### src/rtl/apb_bridge_timeout_if.sv
// Bus bundle for the APB fan-out bridge: upstream completer side plus shared/per-port downstream side.
// The bridge uses 'slave'; whatever drives the upstream requester and the downstream peripherals uses 'master'.
interface apb_bridge_timeout_if #(
  parameter int NUM_PORTS     = 8,
  parameter int UP_ADDR_WIDTH = 16,
  parameter int DATA_WIDTH    = 32,
  parameter int DN_ADDR_WIDTH = 10
);
  logic                            up_psel;
  logic                            up_penable;
  logic                            up_pwrite;
  logic [UP_ADDR_WIDTH-1:0]        up_paddr;
  logic [DATA_WIDTH-1:0]           up_pwdata;
  logic [DATA_WIDTH/8-1:0]         up_pstrb;
  logic                            up_pready;
  logic [DATA_WIDTH-1:0]           up_prdata;
  logic                            up_pslverr;
  logic [NUM_PORTS-1:0]            dn_psel;
  logic                            dn_penable;
  logic                            dn_pwrite;
  logic [DN_ADDR_WIDTH-1:0]        dn_paddr;
  logic [DATA_WIDTH-1:0]           dn_pwdata;
  logic [DATA_WIDTH/8-1:0]         dn_pstrb;
  logic [NUM_PORTS-1:0]            dn_pready;
  logic [NUM_PORTS*DATA_WIDTH-1:0] dn_prdata;
  logic [NUM_PORTS-1:0]            dn_pslverr;

  modport slave (
    input  up_psel, up_penable, up_pwrite, up_paddr, up_pwdata, up_pstrb,
    output up_pready, up_prdata, up_pslverr,
    output dn_psel, dn_penable, dn_pwrite, dn_paddr, dn_pwdata, dn_pstrb,
    input  dn_pready, dn_prdata, dn_pslverr
  );

  modport master (
    output up_psel, up_penable, up_pwrite, up_paddr, up_pwdata, up_pstrb,
    input  up_pready, up_prdata, up_pslverr,
    input  dn_psel, dn_penable, dn_pwrite, dn_paddr, dn_pwdata, dn_pstrb,
    output dn_pready, dn_prdata, dn_pslverr
  );
endinterface

### src/rtl/apb_bridge_timeout.sv
// APB bridge: one upstream completer fanned out to NUM_PORTS equal blocks, with decode-error
// responses, a per-transaction ACCESS watchdog, and abort/error status for firmware.
module apb_bridge_timeout #(
  parameter int          NUM_PORTS      = 8,
  parameter logic [31:0] BLOCK_SIZE     = 32'h400,
  parameter int          UP_ADDR_WIDTH  = 16,
  parameter int          DATA_WIDTH     = 32,
  parameter int          TIMEOUT_CYCLES = 1024,
  parameter int          DN_ADDR_WIDTH  = $clog2(BLOCK_SIZE)
) (
  input  logic                     pclk,
  input  logic                     preset,
  apb_bridge_timeout_if.slave      bus,
  output logic                     timeout_pulse,
  output logic [15:0]              timeout_count,
  output logic [UP_ADDR_WIDTH-1:0] last_err_addr
);
  localparam int STRB_W = DATA_WIDTH / 8;
  localparam int PORT_W = (NUM_PORTS > 1) ? $clog2(NUM_PORTS) : 1;
  localparam int WD_W   = (TIMEOUT_CYCLES > 0) ? $clog2(TIMEOUT_CYCLES + 1) : 1;
  localparam logic [WD_W-1:0] WD_LAST = WD_W'((TIMEOUT_CYCLES == 0) ? 0 : TIMEOUT_CYCLES - 1);

  typedef enum logic [1:0] {IDLE, SETUP, ACCESS, RESP} state_t;

  state_t                   state_q, state_d;
  logic [PORT_W-1:0]        port_q;
  logic [UP_ADDR_WIDTH-1:0] addr_q;
  logic [DATA_WIDTH-1:0]    wdata_q, rdata_q;
  logic [STRB_W-1:0]        strb_q;
  logic                     write_q, err_q, tmo_q;
  logic [WD_W-1:0]          wd_q;

  // Port index is the address shifted down by the block size; anything at or above NUM_PORTS,
  // including addresses with stray high bits, is unmapped.
  logic [UP_ADDR_WIDTH-1:0] port_full;
  logic                     port_valid, up_setup, sel_ready, sel_err, tmo_hit;
  logic [DATA_WIDTH-1:0]    sel_data;

  assign port_full  = bus.up_paddr >> DN_ADDR_WIDTH;
  assign port_valid = port_full < UP_ADDR_WIDTH'(NUM_PORTS);
  assign up_setup   = bus.up_psel && !bus.up_penable;
  assign sel_ready  = bus.dn_pready[port_q];
  assign sel_err    = bus.dn_pslverr[port_q];
  assign sel_data   = bus.dn_prdata[port_q*DATA_WIDTH +: DATA_WIDTH];
  assign tmo_hit    = (TIMEOUT_CYCLES != 0) && (wd_q == WD_LAST);

  always_comb begin
    state_d = state_q;
    case (state_q)
      IDLE:    if (up_setup) state_d = port_valid ? SETUP : RESP;
      SETUP:   state_d = ACCESS;
      ACCESS:  if (sel_ready || tmo_hit) state_d = RESP;
      RESP:    state_d = IDLE;
      default: state_d = IDLE;
    endcase
  end

  always_ff @(posedge pclk or posedge preset) begin
    if (preset) begin
      state_q       <= IDLE;
      port_q        <= '0;
      addr_q        <= '0;
      wdata_q       <= '0;
      strb_q        <= '0;
      write_q       <= 1'b0;
      rdata_q       <= '0;
      err_q         <= 1'b0;
      tmo_q         <= 1'b0;
      wd_q          <= '0;
      timeout_count <= '0;
      last_err_addr <= '0;
    end else begin
      state_q <= state_d;
      case (state_q)
        IDLE: if (up_setup) begin
          addr_q  <= bus.up_paddr;
          wdata_q <= bus.up_pwdata;
          strb_q  <= bus.up_pstrb;
          write_q <= bus.up_pwrite;
          port_q  <= port_full[PORT_W-1:0];
          rdata_q <= '0;
          err_q   <= !port_valid;
          tmo_q   <= 1'b0;
          if (!port_valid) last_err_addr <= bus.up_paddr;
        end
        SETUP: wd_q <= '0;
        ACCESS: begin
          // A ready arriving on the expiry cycle wins over the abort.
          if (sel_ready) begin
            rdata_q <= (write_q || sel_err) ? '0 : sel_data;
            err_q   <= sel_err;
          end else if (tmo_hit) begin
            err_q         <= 1'b1;
            tmo_q         <= 1'b1;
            last_err_addr <= addr_q;
            if (timeout_count != 16'hFFFF) timeout_count <= timeout_count + 16'd1;
          end else begin
            wd_q <= wd_q + WD_W'(1);
          end
        end
        RESP: begin
          rdata_q <= '0;
          err_q   <= 1'b0;
          tmo_q   <= 1'b0;
          wd_q    <= '0;
        end
        default: ;
      endcase
    end
  end

  logic in_resp, dn_active;
  assign in_resp   = (state_q == RESP);
  assign dn_active = (state_q == SETUP) || (state_q == ACCESS);

  assign bus.up_pready  = in_resp;
  assign bus.up_prdata  = in_resp ? rdata_q : '0;
  assign bus.up_pslverr = in_resp && err_q;
  assign timeout_pulse  = in_resp && tmo_q;

  assign bus.dn_psel    = dn_active ? (NUM_PORTS'(1) << port_q) : '0;
  assign bus.dn_penable = (state_q == ACCESS);
  assign bus.dn_pwrite  = write_q;
  assign bus.dn_paddr   = addr_q[DN_ADDR_WIDTH-1:0];
  assign bus.dn_pwdata  = wdata_q;
  assign bus.dn_pstrb   = strb_q;
endmodule

### src/flat_wrapper.sv
// flat-port wrapper written by rule: the top's interface ports become plain ports
module apb_bridge_timeout_flat 
#(
  parameter int          NUM_PORTS      = 8,
  parameter logic [31:0] BLOCK_SIZE     = 32'h400,
  parameter int          UP_ADDR_WIDTH  = 16,
  parameter int          DATA_WIDTH     = 32,
  parameter int          TIMEOUT_CYCLES = 1024,
  parameter int          DN_ADDR_WIDTH  = $clog2(BLOCK_SIZE)
)
  (pclk, preset, timeout_pulse, timeout_count, last_err_addr, bus_up_psel, bus_up_penable, bus_up_pwrite, bus_up_paddr, bus_up_pwdata, bus_up_pstrb, bus_up_pready, bus_up_prdata, bus_up_pslverr, bus_dn_psel, bus_dn_penable, bus_dn_pwrite, bus_dn_paddr, bus_dn_pwdata, bus_dn_pstrb, bus_dn_pready, bus_dn_prdata, bus_dn_pslverr);
  apb_bridge_timeout_if #(.NUM_PORTS(NUM_PORTS), .UP_ADDR_WIDTH(UP_ADDR_WIDTH), .DATA_WIDTH(DATA_WIDTH), .DN_ADDR_WIDTH(DN_ADDR_WIDTH)) bus_i ();
  input  logic pclk;
  input  logic preset;
  output logic timeout_pulse;
  output logic [15:0] timeout_count;
  output logic [UP_ADDR_WIDTH-1:0] last_err_addr;
  input wire logic [$bits(bus_i.up_psel)-1:0] bus_up_psel;
  input wire logic [$bits(bus_i.up_penable)-1:0] bus_up_penable;
  input wire logic [$bits(bus_i.up_pwrite)-1:0] bus_up_pwrite;
  input wire logic [$bits(bus_i.up_paddr)-1:0] bus_up_paddr;
  input wire logic [$bits(bus_i.up_pwdata)-1:0] bus_up_pwdata;
  input wire logic [$bits(bus_i.up_pstrb)-1:0] bus_up_pstrb;
  output wire logic [$bits(bus_i.up_pready)-1:0] bus_up_pready;
  output wire logic [$bits(bus_i.up_prdata)-1:0] bus_up_prdata;
  output wire logic [$bits(bus_i.up_pslverr)-1:0] bus_up_pslverr;
  output wire logic [$bits(bus_i.dn_psel)-1:0] bus_dn_psel;
  output wire logic [$bits(bus_i.dn_penable)-1:0] bus_dn_penable;
  output wire logic [$bits(bus_i.dn_pwrite)-1:0] bus_dn_pwrite;
  output wire logic [$bits(bus_i.dn_paddr)-1:0] bus_dn_paddr;
  output wire logic [$bits(bus_i.dn_pwdata)-1:0] bus_dn_pwdata;
  output wire logic [$bits(bus_i.dn_pstrb)-1:0] bus_dn_pstrb;
  input wire logic [$bits(bus_i.dn_pready)-1:0] bus_dn_pready;
  input wire logic [$bits(bus_i.dn_prdata)-1:0] bus_dn_prdata;
  input wire logic [$bits(bus_i.dn_pslverr)-1:0] bus_dn_pslverr;
  assign bus_i.up_psel = bus_up_psel;
  assign bus_i.up_penable = bus_up_penable;
  assign bus_i.up_pwrite = bus_up_pwrite;
  assign bus_i.up_paddr = bus_up_paddr;
  assign bus_i.up_pwdata = bus_up_pwdata;
  assign bus_i.up_pstrb = bus_up_pstrb;
  assign bus_up_pready = bus_i.up_pready;
  assign bus_up_prdata = bus_i.up_prdata;
  assign bus_up_pslverr = bus_i.up_pslverr;
  assign bus_dn_psel = bus_i.dn_psel;
  assign bus_dn_penable = bus_i.dn_penable;
  assign bus_dn_pwrite = bus_i.dn_pwrite;
  assign bus_dn_paddr = bus_i.dn_paddr;
  assign bus_dn_pwdata = bus_i.dn_pwdata;
  assign bus_dn_pstrb = bus_i.dn_pstrb;
  assign bus_i.dn_pready = bus_dn_pready;
  assign bus_i.dn_prdata = bus_dn_prdata;
  assign bus_i.dn_pslverr = bus_dn_pslverr;
  apb_bridge_timeout #(.NUM_PORTS(NUM_PORTS), .BLOCK_SIZE(BLOCK_SIZE), .UP_ADDR_WIDTH(UP_ADDR_WIDTH), .DATA_WIDTH(DATA_WIDTH), .TIMEOUT_CYCLES(TIMEOUT_CYCLES), .DN_ADDR_WIDTH(DN_ADDR_WIDTH)) u_core (.pclk(pclk), .preset(preset), .bus(bus_i), .timeout_pulse(timeout_pulse), .timeout_count(timeout_count), .last_err_addr(last_err_addr));
endmodule
### config.mk
export PLATFORM = sky130hd
export DESIGN_NAME = apb_bridge_timeout_flat
export DESIGN_NICKNAME = d
export VERILOG_FILES = /design/src/rtl/apb_bridge_timeout_if.sv /design/src/rtl/apb_bridge_timeout.sv /design/src/flat_wrapper.sv
export SDC_FILE = /design/constraint.sdc
export NUM_CORES = 1
export LEC_CHECK = 0
export CORE_AREA = 2 2 173 175
export DETAILED_ROUTE_END_ITERATION = 8
export DIE_AREA = 0 0 175 177
export PLACE_DENSITY = 0.68
export SLEW_MARGIN = 30
export SYNTH_ARGS = -nofsm -noshare
export SYNTH_HDL_FRONTEND = slang
export SYNTH_SLANG_ARGS = --single-unit
### constraint.sdc
create_clock -name pclk -period 3.65 [get_ports pclk]
set_clock_uncertainty 0.1 [all_clocks]
set_input_delay 0.365 -clock pclk [delete_from_list [all_inputs] [get_ports pclk]]
set_output_delay 0.365 -clock pclk [all_outputs]
set_load 0.01 [all_outputs]
Word-level counts from Yosys, hierarchy flattened
Index checks and enable logic that the tools add are counted.
- add/sub/neg operators: 2
- reduce and logical (&&, ||, !) cells: 21
- bitwise operators: 1
- $lt $le $gt $ge: 2
- eq/ne operators: 13
- multiplexer cells: 29
- shifts and indexed selects: 2
- operator list (cell ; count):
    $shiftx A256 B9 Y32 ; 1
    $mux W32 ; 4
    $pmux W32 S3 ; 1
    $mux W16 ; 4
    $pmux W16 S2 ; 1
    $mux W11 ; 2
    $pmux W11 S2 ; 1
    $add A16 B1 Y16 const B ; 1
    $ne A16 B16 Y1 const B ; 1
    $add A11 B1 Y11 const B ; 1
    $eq A11 B10 Y1 const B ; 1
    $reduce_and A3 Y1 ; 3
    $mux W8 ; 1
    $ne A2 B1 Y1 const B ; 4
    $pmux W2 S4 ; 1
    $reduce_and A4 Y1 ; 2
    $shl A1 B3 Y8 const A ; 1
    $mux W1 ; 7
    $bmux W1 S3 ; 2
    $lt A6 B4 Y1 const B ; 1
    $mux W2 ; 3
    $ne A2 B2 Y1 const B ; 3
    $pmux W1 S3 ; 2
    $reduce_and A5 Y1 ; 1
    13 further kinds ; 21
- register bits after elaboration: 135
- output and inout port bits: 123

Logic depth before layout (Yosys ltp)
- depth after elaboration: 6
- depth in mapped cells: 9

Least setup slack after synthesis
OpenSTA, ideal clock, no wires.
- path kind: reg-to-reg
- from: register u_core.state_q[0]
- to: register u_core.timeout_count[13]
- library setup time: 0.079 ns
- data arrival time: 2.118 ns
- setup slack: 1.353 ns
- period minus slack after synthesis: 2.297 ns
- stages on the path, launching flop included: 9
- cells stage by stage: dfrtp_1 > inv_1 > ha_1 > inv_1 > or2_2 > a2111o_1 > buf_6 > nor3_2 > xor2_1
- longest elaborated chain between the ends: 2
- ends and longest elaborated chain (what ; RTL line ; RTL):
    start: declaration ; apb_bridge_timeout.sv:25 ; state_t state_q, state_d;
    start signal: assignment ; apb_bridge_timeout.sv:73 ; state_q <= state_d;
    $eq A2 B2 Y1 ; n/a ;
    net bus_dn_penable ; flat_wrapper.sv:28 ; output wire logic [$bits(bus_i.dn_penable)-1:0] bus_dn_penable;
    $reduce_and A4 Y1 (no source line) ; n/a ;
    end signal: assignment ; apb_bridge_timeout.sv:96 ; if (timeout_count != 16'hFFFF) timeout_count <= timeout_count + 16'd1;
    end: declaration ; apb_bridge_timeout.sv:15 ; output logic [15:0] timeout_count,
The timed path passes the listed nets, and every way through them passes these cells.
A chain may end at the register's enable or synchronous reset.

Final worst setup path
- from: register u_core.state_q[0]
- to: register u_core.timeout_count[11]
- longest elaborated chain between the ends: 2
- ends and longest elaborated chain (what ; RTL line ; RTL):
    $eq A2 B2 Y1 ; apb_bridge_timeout.sv:74 ; case (state_q)
    $reduce_and A4 Y1 (no source line) ; n/a ;
Every way passes these cells.

==> flow_metrics.env <==
export IMPL_cts_sinks=132
export IMPL_ys_ff_latch=132
export IMPL_synth_most_common_cell="dfrtp_1"
export IMPL_postRouteAntennaNets=0
export IMPL_ios=452
export IMPL_drcViolationCount=0
export IMPL_die_area_sq_um=31000
export IMPL_hpwlAfterDp_um=22600
export IMPL_outcome="finished, final reports clean"
export IMPL_syn_inst=641
export IMPL_worstReg2RegStart="u_core.state_q[0]"
export IMPL_synth_top_cells_by_count="dfrtp_1, mux4_2, mux2_2"
export IMPL_path_buf_inv=2
export IMPL_fin_util=0.460
export IMPL_drv_cap=0
export IMPL_period_minus_slack_ns=3.07
export IMPL_synth_top_area_share=0.415
export IMPL_nNetsFinal=1398
export IMPL_fmax_mhz=326
export IMPL_cts_buffers=17
export IMPL_crit_arrival_ns=3.30
export IMPL_fin_crit_sh=0.840
export IMPL_final_cells=1469
export IMPL_drtPass1Iterations=4
export IMPL_wl_um=28800
export IMPL_place_gp_congestion=0.775
export IMPL_clk_insertion_delay_late_ns=0.41
export IMPL_start_util=0.272
export IMPL_p_leak_nw=5.24
export IMPL_cp_max_fo=14
export IMPL_crit_chain="inv_1 -> ha_1 -> inv_1 -> or2_2 -> a2111o_1 -> nor4_1 -> xor2_1"
export IMPL_drt_iter0_drc=284
export IMPL_synth_top_cell_by_area="dfrtp_1"
export IMPL_area_growth_pct=69.2
export IMPL_cp_slowest_cell="a2111o_1"
export IMPL_ctsHtreeMaxLevel=4
export IMPL_setup_viol=0
export IMPL_cts_tree="done"
export IMPL_path_common_cell="inv_1"
export IMPL_grtUsageTotal=0.181
export IMPL_n_fill_cell=2669
export IMPL_synthArstFlopShare=1.00
export IMPL_synth_distinct_cells=47
export IMPL_wl_per_cell_um=19.6
export IMPL_p_per_area_nw_per_um2=674
export IMPL_crit_start="u_core.state_q[0]"
export IMPL_ys_top_cells_by_area="dfrtp_1, mux4_2, mux2_2"
export IMPL_yosys_warnings=0
export IMPL_hold_class="in -> async"
export IMPL_synth_cell_area_sq_um=7960
export IMPL_num_rows=63
export IMPL_rsz0062_at_grt="false"
export IMPL_grt_pass1_vias=7304
export IMPL_synth_edf_count=0
export IMPL_grt_overflow=0
export IMPL_path_clk_slew_ns=0.06
export IMPL_grt_pass1_wl_um=42800
export IMPL_portBuffers=451
export IMPL_critPathTopFamily="simple AND/OR/NAND/NOR gates"
export IMPL_post_cts_buffers=0
export IMPL_vdd_drop_max_uv=377
export IMPL_synth_nets=976
export IMPL_slew_headroom=0.421
export IMPL_vias=7007
export IMPL_synthFlopType="dfrtp_1"
export IMPL_postCtsHoldBufs=0
export IMPL_p_total_w=0.00908
export IMPL_path_class="reg -> reg"
export IMPL_clockRootBuffer="clkbuf_16"
export IMPL_crit_path_start_kind="flop"
export IMPL_tightest_slew_ns=0.868
export IMPL_grt_max_degree=76
export IMPL_tns_ns=0
export IMPL_synth_avg_cell_area_sq_um=12.4
export IMPL_cp_end_kind="flop"
export IMPL_die_x_um=175
export IMPL_vias_per_cell=4.77
export IMPL_dp_cells=1434
export IMPL_die_height_um=177
export IMPL_antenna_found_initial=5
export IMPL_post_cts_resized=0
export IMPL_drive_above_1_share=0.172
export IMPL_seq_area_frac_synth=0.415
export IMPL_hold_viol=0
export IMPL_worstPathRequired_ns=3.88
export IMPL_core_area_sq_um=29200
export IMPL_clock_path_buffers=2
export IMPL_cpPeakStageDelay_ns=0.65
export IMPL_timing_final_max_slew_violations=0
## metrics by stage
stage | area (sq um) | setup WS (ns) | hold slack (ns)
after CTS | 13400 | 0.549 | 0.314
after global placement | 12800 | 0.668 | 0.351
after floorplan | 7960 | 1.35 | 0.340
after detailed placement | 12800 | 0.622 | 0.358
after global routing | 13500 | 0.429 | 0.354
final | 13500 | 0.585 | 0.306
## cell type report
cell class / instances / area [sq um] / share of cell area
timing repair buffer: 464 / 4640 / 0.345
clock buffer: 19 / 453 / 0.0337
multi-input combinational: 440 / 4350 / 0.323
tap: 390 / 488 / 0.0363
inverter: 8 / 33.8 / 0.00251
sequential: 132 / 3310 / 0.246
clock inverter: 12 / 178 / 0.0132
antenna: 4 / 10.0 / 0.000744
## where the power goes
group          total [W]  switching [W]  internal, W
registers        0.00245       0.000397      0.00205
logic            0.00478        0.00217      0.00261
clock network    0.00185       0.000670      0.00118
total            0.00908        0.00324      0.00584
## cells by family after synthesis
kind of cell | synth area share
xor gates and xnor gates | 0.0165
DFF | 0.415
buffers and inverters | 0.0406
muxes | 0.314
AOI/OAI and AO/OA | 0.0897
and+or+nand+nor | 0.114
adders and majority gates | 0.00944
## registers in the layout (all words and copies together) (netlist names)
name / flops
u_core.bus.dn_pwrite: 1
u_core.addr_q: 16
u_core.bus.dn_pwdata: 32
u_core.wd_q: 11
u_core.bus.dn_pstrb: 4
u_core.timeout_count: 16
u_core.last_err_addr: 16
u_core.rdata_q: 32
u_core.state_q: 2
u_core.err_q: 1
u_core.tmo_q: 1
## cells in the final DEF, fill, tap and decap left out, drive strengths merged, types with 3 or more instances in the layout
cell	Yosys	final
nand3b	3	3
nor3	13	13
a221o	14	14
o21ai	9	9
nand4	5	5
and2	50	50
diode	0	4
mux4	68	68
buf	29	13
clkbuf	32	19
clkinv	0	5
xor2	9	9
nor4	4	4
nor2	16	16
nand2	53	53
ha	6	6
o41ai	3	3
mux2i	35	35
dfrtp	132	132
a21oi	7	7
nand2b	4	4
inv	8	9
clkdlybuf4s50	0	451
bufinv	0	4
xnor2	6	6
o31ai	47	47
mux2	55	55
nand3	9	9
## routing by layer
| layer | track usage | vias to the layer above | part of all wire |
|---|---|---|---|
| li1 | - | 3276 | - |
| met1 | 0.219 | 3423 | 0.39 |
| met2 | 0.319 | 273 | 0.53 |
| met3 | 0.0402 | 33 | 0.058 |
| met4 | 0.0583 | 2 | 0.019 |
| met5 | 0 | - | 0.00045 |
## final timing paths
kind	to	slack, ns	cells after the start
setup / recovery	u_core.timeout_count[11]	0.58	7
hold / removal	u_core.bus.dn_pwdata[30]	0.31	2
setup reg to reg	u_core.timeout_count[11]	0.58	7
hold reg to reg	u_core.rdata_q[25]	0.37	2
max in group asynchronous	u_core.addr_q[10]	2.31	3
min in group pclk	u_core.rdata_q[25]	0.37	2
Note: power is estimated with default switching activity, not from simulation.
==> edit 1 (same flow settings) <==
`DATA_WIDTH` is set to 32 in 3 places; all go to 28.
--- a/src/rtl/apb_bridge_timeout_if.sv
+++ b/src/rtl/apb_bridge_timeout_if.sv
@@ -3,7 +3,7 @@
 interface apb_bridge_timeout_if #(
   parameter int NUM_PORTS     = 8,
   parameter int UP_ADDR_WIDTH = 16,
-  parameter int DATA_WIDTH    = 32,
+  parameter int DATA_WIDTH    = 28,
   parameter int DN_ADDR_WIDTH = 10
 );
   logic                            up_psel;
--- a/src/rtl/apb_bridge_timeout.sv
+++ b/src/rtl/apb_bridge_timeout.sv
@@ -4,7 +4,7 @@
   parameter int          NUM_PORTS      = 8,
   parameter logic [31:0] BLOCK_SIZE     = 32'h400,
   parameter int          UP_ADDR_WIDTH  = 16,
-  parameter int          DATA_WIDTH     = 32,
+  parameter int          DATA_WIDTH     = 28,
   parameter int          TIMEOUT_CYCLES = 1024,
   parameter int          DN_ADDR_WIDTH  = $clog2(BLOCK_SIZE)
 ) (
--- a/src/flat_wrapper.sv
+++ b/src/flat_wrapper.sv
@@ -4,7 +4,7 @@
   parameter int          NUM_PORTS      = 8,
   parameter logic [31:0] BLOCK_SIZE     = 32'h400,
   parameter int          UP_ADDR_WIDTH  = 16,
-  parameter int          DATA_WIDTH     = 32,
+  parameter int          DATA_WIDTH     = 28,
   parameter int          TIMEOUT_CYCLES = 1024,
   parameter int          DN_ADDR_WIDTH  = $clog2(BLOCK_SIZE)
 )
Interface: changed (6 resized); port bits go from 452 to 406. The function was not compared with the original's and may differ.
==> edit 1 against the original RTL <==
- cell area shrank 6.2%
- worst setup slack gained 0.028 ns
- via count shrank 4.5%
- sequential share of layout area shrank 0.17 points
- sequential cell count shrank 9
- largest cell class is now multi-input gates
- utilization shrank 2.9 points
- power shrank 1.8%
- synthesized area shrank 4.3%
- wire length shrank 2.5%
==> edit 1: results (changes against the original RTL) <==
run_status: "finished, final reports clean"
seq_area_frac_synth: 0.404  # -0.0109
finalWeightedCongestion: 0.892  # +15%
p_leak_uw: 0.00499  # -4.7%
ys_top_cells_by_count: "sky130_fd_sc_hd__dfrtp_1 (123), sky130_fd_sc_hd__mux2_2 (100), sky130_fd_sc_hd__nand2_1 (74), sky130_fd_sc_hd__mux4_2 (58), sky130_fd_sc_hd__and2_1 (31)"
unique_cell_type_count_in_the_yosys_netlist: 53  # +13%
intPower_uw: 5660  # -3.0%
port-buffer-count: 405  # -10%
count_of_mapped_cells_out_of_synthesis: 632  # -1.4%
timing_worst_slew_pin_value_ns: 0.904  # +0.0356 ns
synth_top_cells_by_area: "sky130_fd_sc_hd__dfrtp_1 (40%), sky130_fd_sc_hd__mux4_2 (17%), sky130_fd_sc_hd__mux2_2 (15%)"
stdcell_count: 1418  # -3.5%
path_delay_family: "buffers and inverters"
layout-drive-gt1-share: 0.227  # +0.0548
number_of_antenna_violations_at_the_first_check_in_global_routing: 1  # -4
wl_per_cell_um: 19.8  # +1.1%
critical_path.slowest_cell: "sky130_fd_sc_hd__buf_4"
path_max_fanout: 54  # +40
first_iter_violations: 383  # +35%
placed_instances: 1385  # -3.4%
vias_per_cell: 4.72  # -1.0%
power.ir.vdd_worst_mv: 0.384  # +1.6%
cp.arrival_ns: 2.57  # -0.73 ns
grt_max_degree: 73  # -3.9%
worst_path_largest_cell_delay_ns: 0.63  # -0.02 ns
grt_pass1_vias: 7353  # +0.67%
wire_length_of_the_first_global_routing_pass_um: 42600  # -0.37%
mappedNetlistNets: 930  # -4.7%
-- edit 1: cell types whose count changed in the layout (fill, tap and decap cells not counted), moves of 21 or more --
cell                              unedited run  this run
sky130_fd_sc_hd__clkdlybuf4s50_1           451       405
sky130_fd_sc_hd__mux2i_1                    35         5
sky130_fd_sc_hd__a21oi_1                     7        30
sky130_fd_sc_hd__mux2_2                     54       100
sky130_fd_sc_hd__o31ai_1                    47         7
sky130_fd_sc_hd__nand2_1                    53        74
-- edit 1: final timing paths --
path | cells past startpoint | endpoint | startpoint | slack [ns]
hold / removal | 3 | u_core.timeout_count[5] | preset | 0.29
setup / recovery | 4 | bus_dn_psel[3] | u_core.addr_q[11] | 0.61
min in group pclk | 1 | u_core.err_q | u_core.err_q | 0.39
setup reg to reg | 6 | u_core.rdata_q[4] | u_core.addr_q[11] | 0.80
hold reg to reg | 1 | u_core.err_q | u_core.err_q | 0.39
max in group asynchronous | 3 | u_core.addr_q[10] | preset | 2.74
-- edit 1: area by class of cell --
cell class	instances	area (um2)	area share
Antenna cell	1	2.50	0.000198
Clock buffer	19	453	0.0359
Clock inverter	13	158	0.0125
Inverter	8	33.8	0.00268
Multi-Input combinational cell	446	4210	0.334
Sequential cell	123	3080	0.244
Tap cell	390	488	0.0387
Timing Repair Buffer	418	4190	0.332
-- edit 1: cells by family after synthesis --
family	Yosys count	share of synthesized area
buffers and inverters	63	0.0431
and+or+nand+nor	189	0.125
AOI/OAI and AO/OA	62	0.0531
adders and majority gates	6	0.00986
DFF	123	0.404
muxes	174	0.348
xor gates and xnor gates	15	0.0173
-- edit 1: tightest hold or removal path, cell delays in order --
cell and delay [ns]:
sky130_fd_sc_hd__clkdlybuf4s50_1 0.44, sky130_fd_sc_hd__clkinvlp_4 0.13, sky130_fd_sc_hd__buf_12 0.26
-- edit 1: stage by stage --
stage	setup slack (ns)	hold WS, ns	power (uW)	instance area (um2)	utilization
6_report	0.612	0.292	8910	12600	0.432
5_1_grt	0.486	0.309	9500	12600	0.431
4_1_cts	0.585	0.299	9060	12600	0.431
3_5_place_dp	0.596	0.374	7260	12000	0.411
3_3_place_gp	0.608	0.370	7180	12000	0.410
2_1_floorplan	1.24	0.352	5400	7620	-
-- edit 1: power groups by stage --
stage	combinational (uW)	clock, uW	sequential, uW
final	4840	1750	2330
after global routing	5240	1850	2410
after CTS	4930	1790	2340
after detailed placement	4900	0	2350
after global placement	4860	0	2320
after floorplan	3100	0	2290
-- edit 1: layer usage --
metal  global-route usage  share of wire  vias up
met5                    0              0        -
met3               0.0717          0.082       25
met2                0.301           0.48      256
met1                0.220           0.42     3319
li1                     -              -     3093
met4               0.0403          0.012        0
==> edit 2 (config.mk and constraints unchanged) <==
Made on the original files. Reset style: synchronous (`preset`), changed in one clocked block.
--- a/src/rtl/apb_bridge_timeout.sv
+++ b/src/rtl/apb_bridge_timeout.sv
@@ -55,7 +55,7 @@
     endcase
   end
 
-  always_ff @(posedge pclk or posedge preset) begin
+  always_ff @(posedge pclk) begin
     if (preset) begin
       state_q       <= IDLE;
       port_q        <= '0;
Function: differs if preset is asserted again (counterexample within 4 cycles, from zero or initial values and one cycle with preset high); with preset held inactive, the same outputs for 4 cycles.
==> edit 2 against the original RTL <==
- cell area shrank 4.0%
- wire length grew 13%
- worst hold slack gained 0.043 ns
- count of clock-buffer cells in the layout grew 1
- critical endpoint is now u_core.timeout_count[7]
- final cell count grew 8.4%
- synthesized area shrank 5.7%
- critical path depth shrank 1
- worst setup slack gained 0.099 ns
- sequential cell count is the same
- synthesized cell count grew 21%
Power is not compared: it rests on default switching activity, and its combinational part moved more than twofold at a synthesized area within 25%.
==> edit 2: results (changes against the original RTL) <==
average_cell_area_after_synthesis_um2: 9.64  # -22%
finalWeightedCongestion: 0.840  # +8.3%
layout-drive-gt1-share: 0.104  # -0.0684
worst_hold_path_type: "reg2reg"
vias_per_cell: 4.94  # +3.6%
clockRootBuffer: "sky130_fd_sc_hd__clkbuf_16"
postCtsSetupRepairBufs: 0  # unchanged
unique_cell_type_count_in_the_yosys_netlist: 42  # -11%
synth_top_cells_by_area: "sky130_fd_sc_hd__dfxtp_1 (35%), sky130_fd_sc_hd__mux4_2 (20%), sky130_fd_sc_hd__a21oi_1 (6.5%)"
p_leak_uw: 0.00421
wire_length_of_the_first_global_routing_pass_um: 46900  # +9.7%
async_reset_ff_frac: 0  # -1.00
wl_per_cell_um: 20.4  # +4.2%
clock_insertion_delay_worst_skew_ns: 0.41  # about the same
power.ir.vdd_worst_mv: 0.278
path_max_fanout: 20  # +6
detailedRoute.firstPassIterationCount: 5  # +1
grtUsageTotal: 0.202  # +0.0207
bufs_on_longest_clock_path: 2  # unchanged
first_iter_violations: 616  # +120%
ys_top_cells_by_count: "sky130_fd_sc_hd__dfxtp_1 (132), sky130_fd_sc_hd__nand2_1 (122), sky130_fd_sc_hd__a21oi_1 (97), sky130_fd_sc_hd__mux4_2 (68), sky130_fd_sc_hd__clkbuf_1 (55)"
mappedNetlistNets: 1113  # +14%
cp.arrival_ns: 3.20  # -0.10 ns
fillCellCount: 2793  # +4.6%
total_routed_length_um: 32500  # +13%
seq_area_frac_synth: 0.352  # -0.0630
post-dp-hpwl_um: 25800  # +14%
cts-buffers-inserted: 17  # unchanged
run_status: "finished, final reports clean"
grt_pass1_vias: 7818  # +7.0%
ys_warn_count: 0  # unchanged
numnets_final: 1519  # +8.7%
post_cts.resized_instances: 0  # unchanged
port-buffer-count: 451  # unchanged
timing_worst_slew_pin_value_ns: 0.887  # +0.0193 ns
worst-r2r-cell-count: 6  # -1
htreeDepth: 4  # unchanged
number_of_antenna_violations_at_the_first_check_in_global_routing: 9  # +4
grt_max_degree: 70  # -7.9%
cts.reportedPaths.clkPinSlew_ns: 0.06  # about the same
hold-path-cell-count: 2
[edit 2: cell types whose count changed after synthesis, sizes merged, moves of 13 or more]
cell | before | now
a211oi | 0 | 17
mux2i | 35 | 49
dfrtp | 132 | 0
o31ai | 47 | 8
mux2 | 55 | 1
and2 | 50 | 37
a21oi | 7 | 97
dfxtp | 0 | 132
clkbuf | 32 | 55
o2bb2ai | 0 | 32
nand2 | 53 | 122
a221o | 14 | 0
[edit 2: layout make-up]
| type | count | share of cell area |
|---|---|---|
| repair buffers | 464 | 0.358 |
| well taps | 390 | 0.0378 |
| diodes | 7 | 0.00136 |
| clock buffers | 20 | 0.0354 |
| flip-flops and latches | 132 | 0.205 |
| clock inverters | 11 | 0.00998 |
| inverters | 10 | 0.00291 |
| multi-input cells | 559 | 0.350 |
[edit 2: report_power, final]
part | internal (uW) | total [uW] | switching, uW
clock network | 1040 | 1730 | 688
logic | 1030 | 1990 | 960
registers | 1610 | 1730 | 122
total | 3680 | 5450 | 1770
[edit 2: per-layer routing]
metal  part of all wire  vias to the layer above  GRT usage
met1               0.38                     3810      0.231
met5            0.00031                        -          0
li1                   -                     3711          -
met2               0.54                      308      0.366
met3              0.063                       38     0.0442
met4              0.024                        2     0.0760
[edit 2: kinds of logic (layout without fill, tap and decap cells)]
kind of cell	count (synthesis)	count (layout)	synth area share
compound gates	190	190	0.157
other cells	0	7	0
mux	118	118	0.273
simple gates	245	245	0.158
buf+inv	87	505	0.0500
fa+ha+maj	6	6	0.0100
flops	132	132	0.352
[edit 2: per-stage QoR]
| step | area, um2 | setup WS [ns] |
|---|---|---|
| after CTS | 12900 | 0.676 |
| after global routing | 12900 | 0.361 |
| after global placement | 12300 | 0.609 |
| after floorplan | 7500 | 1.40 |
| after detailed placement | 12300 | 0.530 |
| final | 12900 | 0.683 |
[edit 2: worst paths after layout]
kind / from / to / slack [ns]
worst max-delay path: u_core.wd_q[0] / u_core.timeout_count[7] / 0.68
worst min-delay path: u_core.bus.dn_pstrb[2] / u_core.bus.dn_pstrb[2] / 0.35
worst min register to register: u_core.bus.dn_pstrb[2] / u_core.bus.dn_pstrb[2] / 0.35
worst max register to register: u_core.wd_q[0] / u_core.timeout_count[7] / 0.68
[edit 2: worst max-delay path, cell delays in order (launching register included)]
cell and delay [ns]:
sky130_fd_sc_hd__dfxtp_1 0.39, sky130_fd_sc_hd__ha_1 0.24, sky130_fd_sc_hd__nand3_1 0.15, sky130_fd_sc_hd__nor3_1 0.61
sky130_fd_sc_hd__nand3_1 0.59, sky130_fd_sc_hd__or4_1 0.66, sky130_fd_sc_hd__a21oi_1 0.15
